### src/rtl/mem_access_unit.sv
// Byte-addressed load/store front-end for a word-addressed data memory; sub-word stores use read-modify-write.
// Optional macro MEM_RANGE_CHECK_EN: fault requests whose address lies above the memory's byte range.
module mem_access_unit #(
  parameter int WORD_AW = 6
) (
  input  logic               clk,
  input  logic               rst,
  input  logic               req_valid,
  output logic               req_ready,
  input  logic               req_we,
  input  logic [2:0]         req_funct3,
  input  logic [31:0]        req_addr,
  input  logic [31:0]        req_wdata,
  output logic               resp_valid,
  input  logic               resp_ready,
  output logic [31:0]        resp_rdata,
  output logic               resp_misaligned,
  output logic               resp_fault,
  output logic               mem_read,
  output logic               mem_write,
  output logic [WORD_AW-1:0] mem_addr,
  output logic [31:0]        mem_wdata,
  input  logic [31:0]        mem_rdata
);

  typedef enum logic [1:0] {IDLE, ACCESS, WRITE, RESP} state_t;

  localparam logic [2:0] F_B  = 3'b000;
  localparam logic [2:0] F_H  = 3'b001;
  localparam logic [2:0] F_W  = 3'b010;
  localparam logic [2:0] F_BU = 3'b100;
  localparam logic [2:0] F_HU = 3'b101;

  state_t               state_q, state_d;
  logic                 we_q, we_d;
  logic [2:0]           funct3_q, funct3_d;
  logic [WORD_AW+1:0]   addr_q, addr_d;
  logic [31:0]          wdata_q, wdata_d;
  logic [31:0]          merged_q, merged_d;
  logic [31:0]          resp_rdata_q, resp_rdata_d;
  logic                 resp_mis_q, resp_mis_d;
  logic                 resp_fault_q, resp_fault_d;

  logic                 illegal;
  logic                 misaligned;
  logic                 out_of_range;

  function automatic logic [31:0] load_extend(input logic [2:0]  f3,
                                              input logic [1:0]  off,
                                              input logic [31:0] word);
    logic [7:0]  b;
    logic [15:0] h;
    logic [31:0] r;
    b = word[{off, 3'b000} +: 8];
    h = off[1] ? word[31:16] : word[15:0];
    case (f3)
      F_B:     r = {{24{b[7]}}, b};
      F_H:     r = {{16{h[15]}}, h};
      F_BU:    r = {24'h0, b};
      F_HU:    r = {16'h0, h};
      default: r = word;
    endcase
    return r;
  endfunction

  function automatic logic [31:0] store_merge(input logic [2:0]  f3,
                                              input logic [1:0]  off,
                                              input logic [31:0] old,
                                              input logic [31:0] wd);
    logic [31:0] r;
    r = old;
    if (f3 == F_B)  r[{off, 3'b000} +: 8] = wd[7:0];
    else if (off[1]) r[31:16] = wd[15:0];
    else             r[15:0]  = wd[15:0];
    return r;
  endfunction

`ifdef MEM_RANGE_CHECK_EN
  assign out_of_range = |req_addr[31:WORD_AW+2];
`else
  // Upper address bits wrap; they are deliberately left unused.
  logic unused_addr_hi;
  assign out_of_range   = 1'b0;
  assign unused_addr_hi = ^req_addr[31:WORD_AW+2];
`endif

  always_comb begin
    illegal = 1'b1;
    case (req_funct3)
      F_B, F_H, F_W: illegal = 1'b0;
      F_BU, F_HU:    illegal = req_we;
      default:       illegal = 1'b1;
    endcase
    misaligned = !illegal &&
                 ((((req_funct3 == F_H) || (req_funct3 == F_HU)) && req_addr[0]) ||
                  ((req_funct3 == F_W) && (req_addr[1:0] != 2'b00)));
  end

  always_comb begin
    state_d      = state_q;
    we_d         = we_q;
    funct3_d     = funct3_q;
    addr_d       = addr_q;
    wdata_d      = wdata_q;
    merged_d     = merged_q;
    resp_rdata_d = resp_rdata_q;
    resp_mis_d   = resp_mis_q;
    resp_fault_d = resp_fault_q;
    req_ready    = 1'b0;
    resp_valid   = 1'b0;
    mem_read     = 1'b0;
    mem_write    = 1'b0;
    mem_wdata    = 32'h0;

    case (state_q)
      IDLE: begin
        req_ready = 1'b1;
        if (req_valid) begin
          we_d         = req_we;
          funct3_d     = req_funct3;
          addr_d       = req_addr[WORD_AW+1:0];
          wdata_d      = req_wdata;
          resp_rdata_d = 32'h0;
          resp_mis_d   = misaligned;
          resp_fault_d = illegal || out_of_range;
          state_d      = (misaligned || illegal || out_of_range) ? RESP : ACCESS;
        end
      end
      ACCESS: begin
        if (!we_q) begin
          mem_read     = 1'b1;
          resp_rdata_d = load_extend(funct3_q, addr_q[1:0], mem_rdata);
          state_d      = RESP;
        end else if (funct3_q == F_W) begin
          mem_write = 1'b1;
          mem_wdata = wdata_q;
          state_d   = RESP;
        end else begin
          // Sub-word store: read the current word and splice in the new lane.
          mem_read = 1'b1;
          merged_d = store_merge(funct3_q, addr_q[1:0], mem_rdata, wdata_q);
          state_d  = WRITE;
        end
      end
      WRITE: begin
        mem_write = 1'b1;
        mem_wdata = merged_q;
        state_d   = RESP;
      end
      RESP: begin
        resp_valid = 1'b1;
        if (resp_ready) state_d = IDLE;
      end
      default: state_d = IDLE;
    endcase

    // A reset cycle must never touch memory, even mid-transaction.
    if (rst) begin
      mem_read  = 1'b0;
      mem_write = 1'b0;
      mem_wdata = 32'h0;
    end
  end

  always_ff @(posedge clk) begin
    if (rst) begin
      state_q      <= IDLE;
      we_q         <= 1'b0;
      funct3_q     <= 3'b000;
      addr_q       <= '0;
      wdata_q      <= 32'h0;
      merged_q     <= 32'h0;
      resp_rdata_q <= 32'h0;
      resp_mis_q   <= 1'b0;
      resp_fault_q <= 1'b0;
    end else begin
      state_q      <= state_d;
      we_q         <= we_d;
      funct3_q     <= funct3_d;
      addr_q       <= addr_d;
      wdata_q      <= wdata_d;
      merged_q     <= merged_d;
      resp_rdata_q <= resp_rdata_d;
      resp_mis_q   <= resp_mis_d;
      resp_fault_q <= resp_fault_d;
    end
  end

  assign mem_addr        = addr_q[WORD_AW+1:2];
  assign resp_rdata      = resp_rdata_q;
  assign resp_misaligned = resp_mis_q;
  assign resp_fault      = resp_fault_q;

endmodule

### config.mk
export PLATFORM = sky130hd
export DESIGN_NAME = mem_access_unit
export DESIGN_NICKNAME = d
export VERILOG_FILES = /design/src/rtl/mem_access_unit.sv
export SDC_FILE = /design/constraint.sdc
export NUM_CORES = 1
export LEC_CHECK = 0
export CAP_MARGIN = 5
export CELL_PAD_IN_SITES_DETAIL_PLACEMENT = 1
export CELL_PAD_IN_SITES_GLOBAL_PLACEMENT = 1
export CORE_MARGIN = 2
export CORE_UTILIZATION = 31
export CTS_CLUSTER_DIAMETER = 30
export DETAILED_ROUTE_END_ITERATION = 7
export PLACE_DENSITY = 0.83
export SLEW_MARGIN = 20
export SYNTH_ARGS = -nofsm -noshare
export SYNTH_HDL_FRONTEND = slang
export SYNTH_SLANG_ARGS = --single-unit
### constraint.sdc
create_clock -name clk -period 2.1 [get_ports clk]
set_input_delay 0.42 -clock clk [delete_from_list [all_inputs] [get_ports clk]]
set_output_delay 0.42 -clock clk [all_outputs]
set_load 0.005 [all_outputs]
==> impl_results.md, run 1 <==
- Clock transition at path regs: 70 ps
- Setup crit end kind: primary output
- Share of cells above drive strength 1: around a fifth
- Clk buf depth: 2
- Die area: 20500 sq um
- Die Height: between 100 and 150 um
- Crit-path slowest cell: or3b_4
- Setup-failing EPs final: 33
- Netlist Area Pre-Place: 6010 sq um
- Slew Viols, Final: 0
- Setup TNS: -5070 ps
- Final instance area: 8460 sq um
- Starting density of the core: about a third
- Leakage Power: 0.00307 uW
- Fin worst setup slack: -210 ps
- Diode count: 0
- Crit path required time: approximately 1700 ps
- Die width: 143 um
- FF-to-FF End: merged_q[0]$_SDFFE_PP0P_
- Syn_nets: roughly 840
- Initial antenna violation count: 0
- Pin count of the biggest net entering global routing: 73
- Worst setup path category: flop to primary output
- Fin crit share: 110%
- Run status: complete, but fails checks
- Worst min path class: flop to flop
- Global-route wire length before repair: 36.1 mm
- Latest clock arrival within the worst-skew pair: roughly 360 ps
- Yosys Warn Count: 0
- Synth Flop Type: dfxtp_1
- Core Area: between 15000 and 20000 sq um
- WL/cell: 20.4 um
- Nets: 998
- Sequential share of the synthesized area: 37.3%
- Failing checks: setup timing
- ANT nets after route: 0
- Hold Path End: resp_rdata[11]$_SDFFE_PP0P_
- Cells after synthesis: between 700 and 800
- Final Skew: ~7.6 ps
- Final core occ: between 40% and 50%
- Crit. path cell count: 8
- Area delta synth->final: 40.8%
- Vias: ~6300
- Synth Area per Inst: 8.26 sq um
- H-tree depth: 3
- Crit Path Max Fanout: 8
- Rows: 50
- Worst-margin pin slew: 780 ps
- Vias/cell: approximately 5.5
- Hpwl dp: 16.1 mm
- Worst Path Arrival: roughly 1900 ps
- DR pass1 iterations: 5
- Pwr per Cell Area: 976 nW/um^2
- Vias in the first global route: 6296
- Worst stage delay on the critical path: approximately 420 ps
- Worst R2R Path Depth: 7
- Relative slew slack: 48.0%
- Worst hold stages: 2
- Cts hold-fix bufs: 0
- Routed WL: 23.4 mm
- Clk sinks: 112
- Area post-placement: 7990 sq um
- Total track usage: 22.8%
- Reg2Reg Setup Slack: 80 ps
- CP Launch Type: flop
- Final Hold Viols: 0
- RSZ-0062 raised after global routing: yes
- Top delay family on crit path: simple AND/OR/NAND/NOR gates
- Post-synth EDFFs: 0
- Hold Slack: 453 ps
- Total gr overflow: 0
- Fmax: between 400 and 500 MHz
- Number of top-level pins: 180
- Max-Cap Viols: 0
- Synth cell types: 60
- Crit-path cells: or3b_4, nor2_4, buf_6, buf_12, buf_16, a22oi_1, nor2_1, buf_2
- Hold Path Origin: resp_rdata[11]$_SDFFE_PP0P_
- Max VDD drop: 470 uV
- CTS Buf Count: 9
- CP bufs+invs: 4
- R2R Path Start: addr_q[1]$_SDFFE_PP0P_
- DRC Markers: 0
- Flops & latches, synth: 112
- Port Buffers: around 160
- FFs w/ async S/R, synth: 0%
- Non-Filler Instances: ~1200
- CTS tree: done
- DRT iter0 DRCs: roughly 570
- Root buffer cell: clkbuf_16
- RD Place Congestion: slightly above 0.8
- Post-placement cell count: roughly 1100
- Minimum clock period: ~2300 ps
## timing repair
item                                    4_1_cts  5_1_grt
pin swaps                                    33       29
cloned                                        3        1
setup buffers                                 9        2
gates resized for setup                     152       28
endpoints found under the setup margin       51       52
## power breakdown
group | total [uW] | switching, uW | internal (uW)
registers | 2710 | 244 | 2470
logic | 3650 | 2020 | 1620
clock network | 1900 | 822 | 1070
## stage by stage
stage	total power, uW	setup slack (ps)
CTS	8090	-231
finish	8260	-210
global placement	6020	-198
floorplan	4690	3.60
detailed placement	6130	-234
global route	8730	-305
## cell usage in the layout (no fill, tap or decap), types with 3 or more instances in the layout
master,n
a21oi_1,73
a221o_1,6
clkbuf_16,10
ha_1,5
mux2_2,10
buf_4,47
a221oi_2,3
o211a_1,7
ha_2,3
buf_12,8
a211oi_1,10
nand2_1,131
nor3_1,12
a22oi_1,22
nor2_1,48
a221oi_1,29
o21ai_1,7
inv_1,16
a211o_1,14
o21ai_0,23
a22oi_2,11
mux2i_1,16
buf_2,34
clkinv_2,3
dfxtp_1,106
dfxtp_2,5
nand2b_1,6
buf_6,5
a221o_2,10
o211ai_1,8
clkdlybuf4s50_1,120
o41ai_1,6
or3_1,8
nand3b_1,15
## per-layer routing
layer	share of wire (%)	GRT usage, %
met5	0	0
met1	45	30.5
met3	5.2	3.59
met4	2.3	7.69
met2	48	37.7
## worst max path at each step
stage                                   from                          end
detailed placement              mem_rdata[7]  resp_rdata[29]$_SDFFE_PP0P_
floorplan             addr_q[1]$_SDFFE_PP0P_     merged_q[0]$_SDFFE_PP0P_
CTS                 funct3_q[0]$_SDFFE_PP0P_                mem_wdata[19]
finish              funct3_q[2]$_SDFFE_PP0P_                mem_wdata[22]
global placement                mem_rdata[7]  resp_rdata[23]$_SDFFE_PP0P_
global route        funct3_q[2]$_SDFFE_PP0P_                 mem_wdata[4]
## state kept, by name, summed over array words and instances, names as in the netlist
signal           count
merged_q            32
addr_q               8
funct3_q             3
wdata_q             32
resp_misaligned      1
state_q              2
resp_fault           1
we_q                 1
resp_rdata          32
## cell type report
| cell class | count | area [sq um] |
|---|---|---|
| clock buffers | 10 | 239 |
| clock inverters | 6 | 82.6 |
| fillers | 2215 | 10400 |
| inverters | 18 | 67.6 |
| multi-input cells | 525 | 3450 |
| flip-flops and latches | 112 | 2250 |
| well taps | 260 | 325 |
| repair buffers | 219 | 2040 |
## worst register-to-register path, delay by kind of cell (launching register included)
family          cells  cell delay [ps]
compound gates      2              460
simple gates        2              660
flops               1              380
buf+inv             2              260
fa+ha+maj           1              190
## Yosys cell counts, types with 2 or more instances
cell type | instances | area [sq um]
nand2b_1 | 7 | 43.8
o211ai_1 | 8 | 60.1
buf_1 | 3 | 11.3
inv_1 | 18 | 67.6
nor3_1 | 12 | 60.1
nor2_1 | 50 | 188
a221o_1 | 6 | 60.1
nand2_1 | 132 | 495
o21ai_0 | 23 | 115
buf_2 | 19 | 95.1
o22ai_1 | 2 | 12.5
dfxtp_1 | 112 | 2240
a221o_2 | 10 | 113
a211o_1 | 14 | 123
o41ai_1 | 8 | 70.1
buf_4 | 8 | 60.1
a221oi_1 | 32 | 280
o21ai_1 | 7 | 35.0
and2_1 | 2 | 12.5
a22oi_1 | 33 | 248
nand3b_1 | 15 | 113
a21oi_1 | 73 | 365
nor2b_1 | 2 | 12.5
a211oi_1 | 10 | 75.1
mux2i_1 | 16 | 160
mux2_2 | 10 | 113
o211a_1 | 7 | 70.1
or3_1 | 8 | 50.1
clkbuf_1 | 35 | 131
buf_6 | 8 | 90.1
ha_1 | 9 | 113
## cell families (layout without fill, tap and decap cells)
group | count (synthesis) | in the layout | synth area share [%]
buffers and inverters | 91 | 253 | 7.58
and+or+nand+nor | 244 | 244 | 19.1
adders and majority gates | 9 | 9 | 1.87
xor gates and xnor gates | 1 | 1 | 0.146
DFF | 112 | 112 | 37.3
AOI/OAI and AO/OA | 243 | 243 | 28.9
muxes | 28 | 28 | 5.14
Note: power is estimated with default switching activity, not from simulation.
==> run 2, diff against run 1 <==
- CORE_ASPECT_RATIO: unset -> 0.7
- CORE_UTILIZATION: 31 -> 42
- DONT_BUFFER_PORTS: unset -> 1
- PLACE_DENSITY: 0.83 -> 0.82
- SETUP_SLACK_MARGIN: unset -> 0.05
==> run 2 against run 1 <==
The flow still finishes with violations (setup timing). Die area fell by 25%. Sequential share of layout area rose by 6.5 points. Global-route usage rose by 5.0 points. Register-to-register slack improved by 60 ps. Setup slack improved by 110 ps. Final area fell by 20%. Total power fell by 11%. Flip-flop and latch count did not move. Core utilization rose by 3.9 points. Clock-buffer cell count did not move. Clock skew rose by 2.1 ps. Critical endpoint is now mem_wdata[29].
==> impl_results.md, run 2 (synthesis results as in run 1) <==
- Latest clock arrival within the worst-skew pair: 370 ps
- Worst min path class: input pin to flop
- Fin crit share: 105%
- CP bufs+invs: 2
- Total track usage: around 28%
- CTS tree: done
- CTS Buf Count: 9
- Nets: 816
- DRT iter0 DRCs: approximately 540
- Die area: about 15000 sq um
- Die Height: 104 um
- Routed length on met3: 2.04 mm
- Highest routed layer: met4
- Share of cells above drive strength 1: 19.4%
- Worst setup path category: flop to primary output
- Crit Path Max Fanout: 8
- Max-Cap Viols: 0
- Crit-path slowest cell: or3b_4
- Relative slew slack: 64.5%
- Most frequent cells in the layout: nand2_1 (131), dfxtp_1 (107), a21oi_1 (73)
- Number of top-level pins: 180
- Starting density of the core: 43.1%
- RD Place Congestion: 0.864
- Fmax: 454 MHz
- Die width: 147 um
- Final Hold Viols: 0
- Final core occ: 48.7%
- Hpwl dp: between 10 and 15 mm
- Pin count of the biggest net entering global routing: 92
- RSZ-0062 raised after global routing: yes
- Total gr overflow: 0
- Worst stage delay on the critical path: 400 ps
- Worst Path Arrival: between 1500 and 2000 ps
- H-tree depth: 3
- Rows: 36
- WL met2: roughly 9.7 mm
- Top delay family on crit path: simple AND/OR/NAND/NOR gates
- Vias/cell: 6.26
- Clock transition at path regs: 70 ps
- Clk buf depth: 2
- Core Area: 14000 sq um
- Initial antenna violation count: 0
- Port Buffers: 0
- Crit path required time: about 1700 ps
- ANT nets after route: 0
- DRC Markers: 0
- Minimum clock period: between 2000 and 2500 ps
- Run status: complete, but fails checks
- Max VDD drop: 854 uV
- Clk sinks: 112
- Setup crit end kind: primary output
- Number of fill cells: 1669
- Fin worst setup slack: -103 ps
- Global-route wire length before repair: around 33 mm
- DR pass1 iterations: 5
- Most common cell after layout, fill and taps aside: nand2_1
- Met1 Routed Length: around 9.1 mm
- Leakage Power: 0.00223 uW
- Worst-margin pin slew: 532 ps
- Slew Viols, Final: 0
- Routed WL: 21.4 mm
- Crit-path cells: or3b_4, nor2_4, buf_12, buf_16, a22oi_2, nor2_1
- Setup-failing EPs final: 32
- WL/cell: 23.8 um
- Vias: about 5600
- CP Launch Type: flop
- Root buffer cell: clkbuf_16
- Pwr per Cell Area: 1070 nW/um^2
- Failing checks: setup timing
- Vias in the first global route: 5803
- Final Total Pwr: 7310 uW
- Area delta synth->final: 13.1%
- Diode count: 0
- Final Skew: 9.78 ps
[run 2: changes by cell type in the layout (fill, tap and decap cells not counted), sizes merged]
cell / change
buf: -60
bufinv: -2
clkbuf: -1
clkdlybuf4s50: -120
clkinvlp: +2
dlygate4sd2: -1
[run 2: metal layers]
layer / vias to the layer above / track usage, %
li1: 2596 / -
met1: 2766 / 36.7
met2: 230 / 42.7
met3: 33 / 10.4
met4: 0 / 8.31
met5: - / 0
[run 2: final timing paths]
kind / start / end / cells past startpoint / slack (ps)
min: rst / we_q$_SDFFE_PP0P_ / 1 / 120
min reg2reg: wdata_q[19]$_SDFFE_PP0P_ / wdata_q[19]$_SDFFE_PP0P_ / 2 / 460
max: funct3_q[1]$_SDFFE_PP0P_ / mem_wdata[29] / 6 / -100
max reg2reg: addr_q[1]$_SDFFE_PP0P_ / merged_q[30]$_SDFFE_PP0P_ / 7 / 140
[run 2: stage by stage]
stage	TNS, ps	setup WS, ps	cells	hold WS, ps	area, sq um
global route	-4720	-171	898	94.3	6800
detailed placement	-4.50	-4.50	871	445	6130
global placement	-274	-23.1	871	440	6120
floorplan	0	66.9	728	436	6010
CTS	-2940	-134	896	106	6700
finish	-1850	-103	898	119	6800
[run 2: layout make-up]
type / instances / area, sq um / area share [%]
timing repair buffer: 37 / 440 / 6.48
inverter: 18 / 70.1 / 1.03
clock buffer: 10 / 239 / 3.51
tap: 190 / 238 / 3.50
multi-input combinational: 525 / 3520 / 51.7
sequential: 112 / 2250 / 33.1
clock inverter: 6 / 45.0 / 0.662
[run 2: worst register-to-register path: stages, from the launching register on]
cell	delay (ps)
dfxtp_2	360
buf_6	230
ha_1	240
nor4bb_1	300
buf_4	200
a221oi_1	80
a211o_1	300
a21oi_1	170
[run 2: power breakdown]
part / internal [uW] / switching [uW] / total (uW)
clock network: 839 / 823 / 1660
logic: 1080 / 1730 / 2820
registers: 2470 / 357 / 2830
total: 4390 / 2910 / 7310
[run 2: what timing repair did]
| action | 4_1_cts | 5_1_grt |
|---|---|---|
| resized for setup | 36 | 31 |
| buffers inserted | 6 | 4 |
| hold buffers | 0 | 0 |
| pin swaps | 9 | 20 |
| setup endpoints to repair | 49 | 65 |
| gates cloned | 3 | 0 |
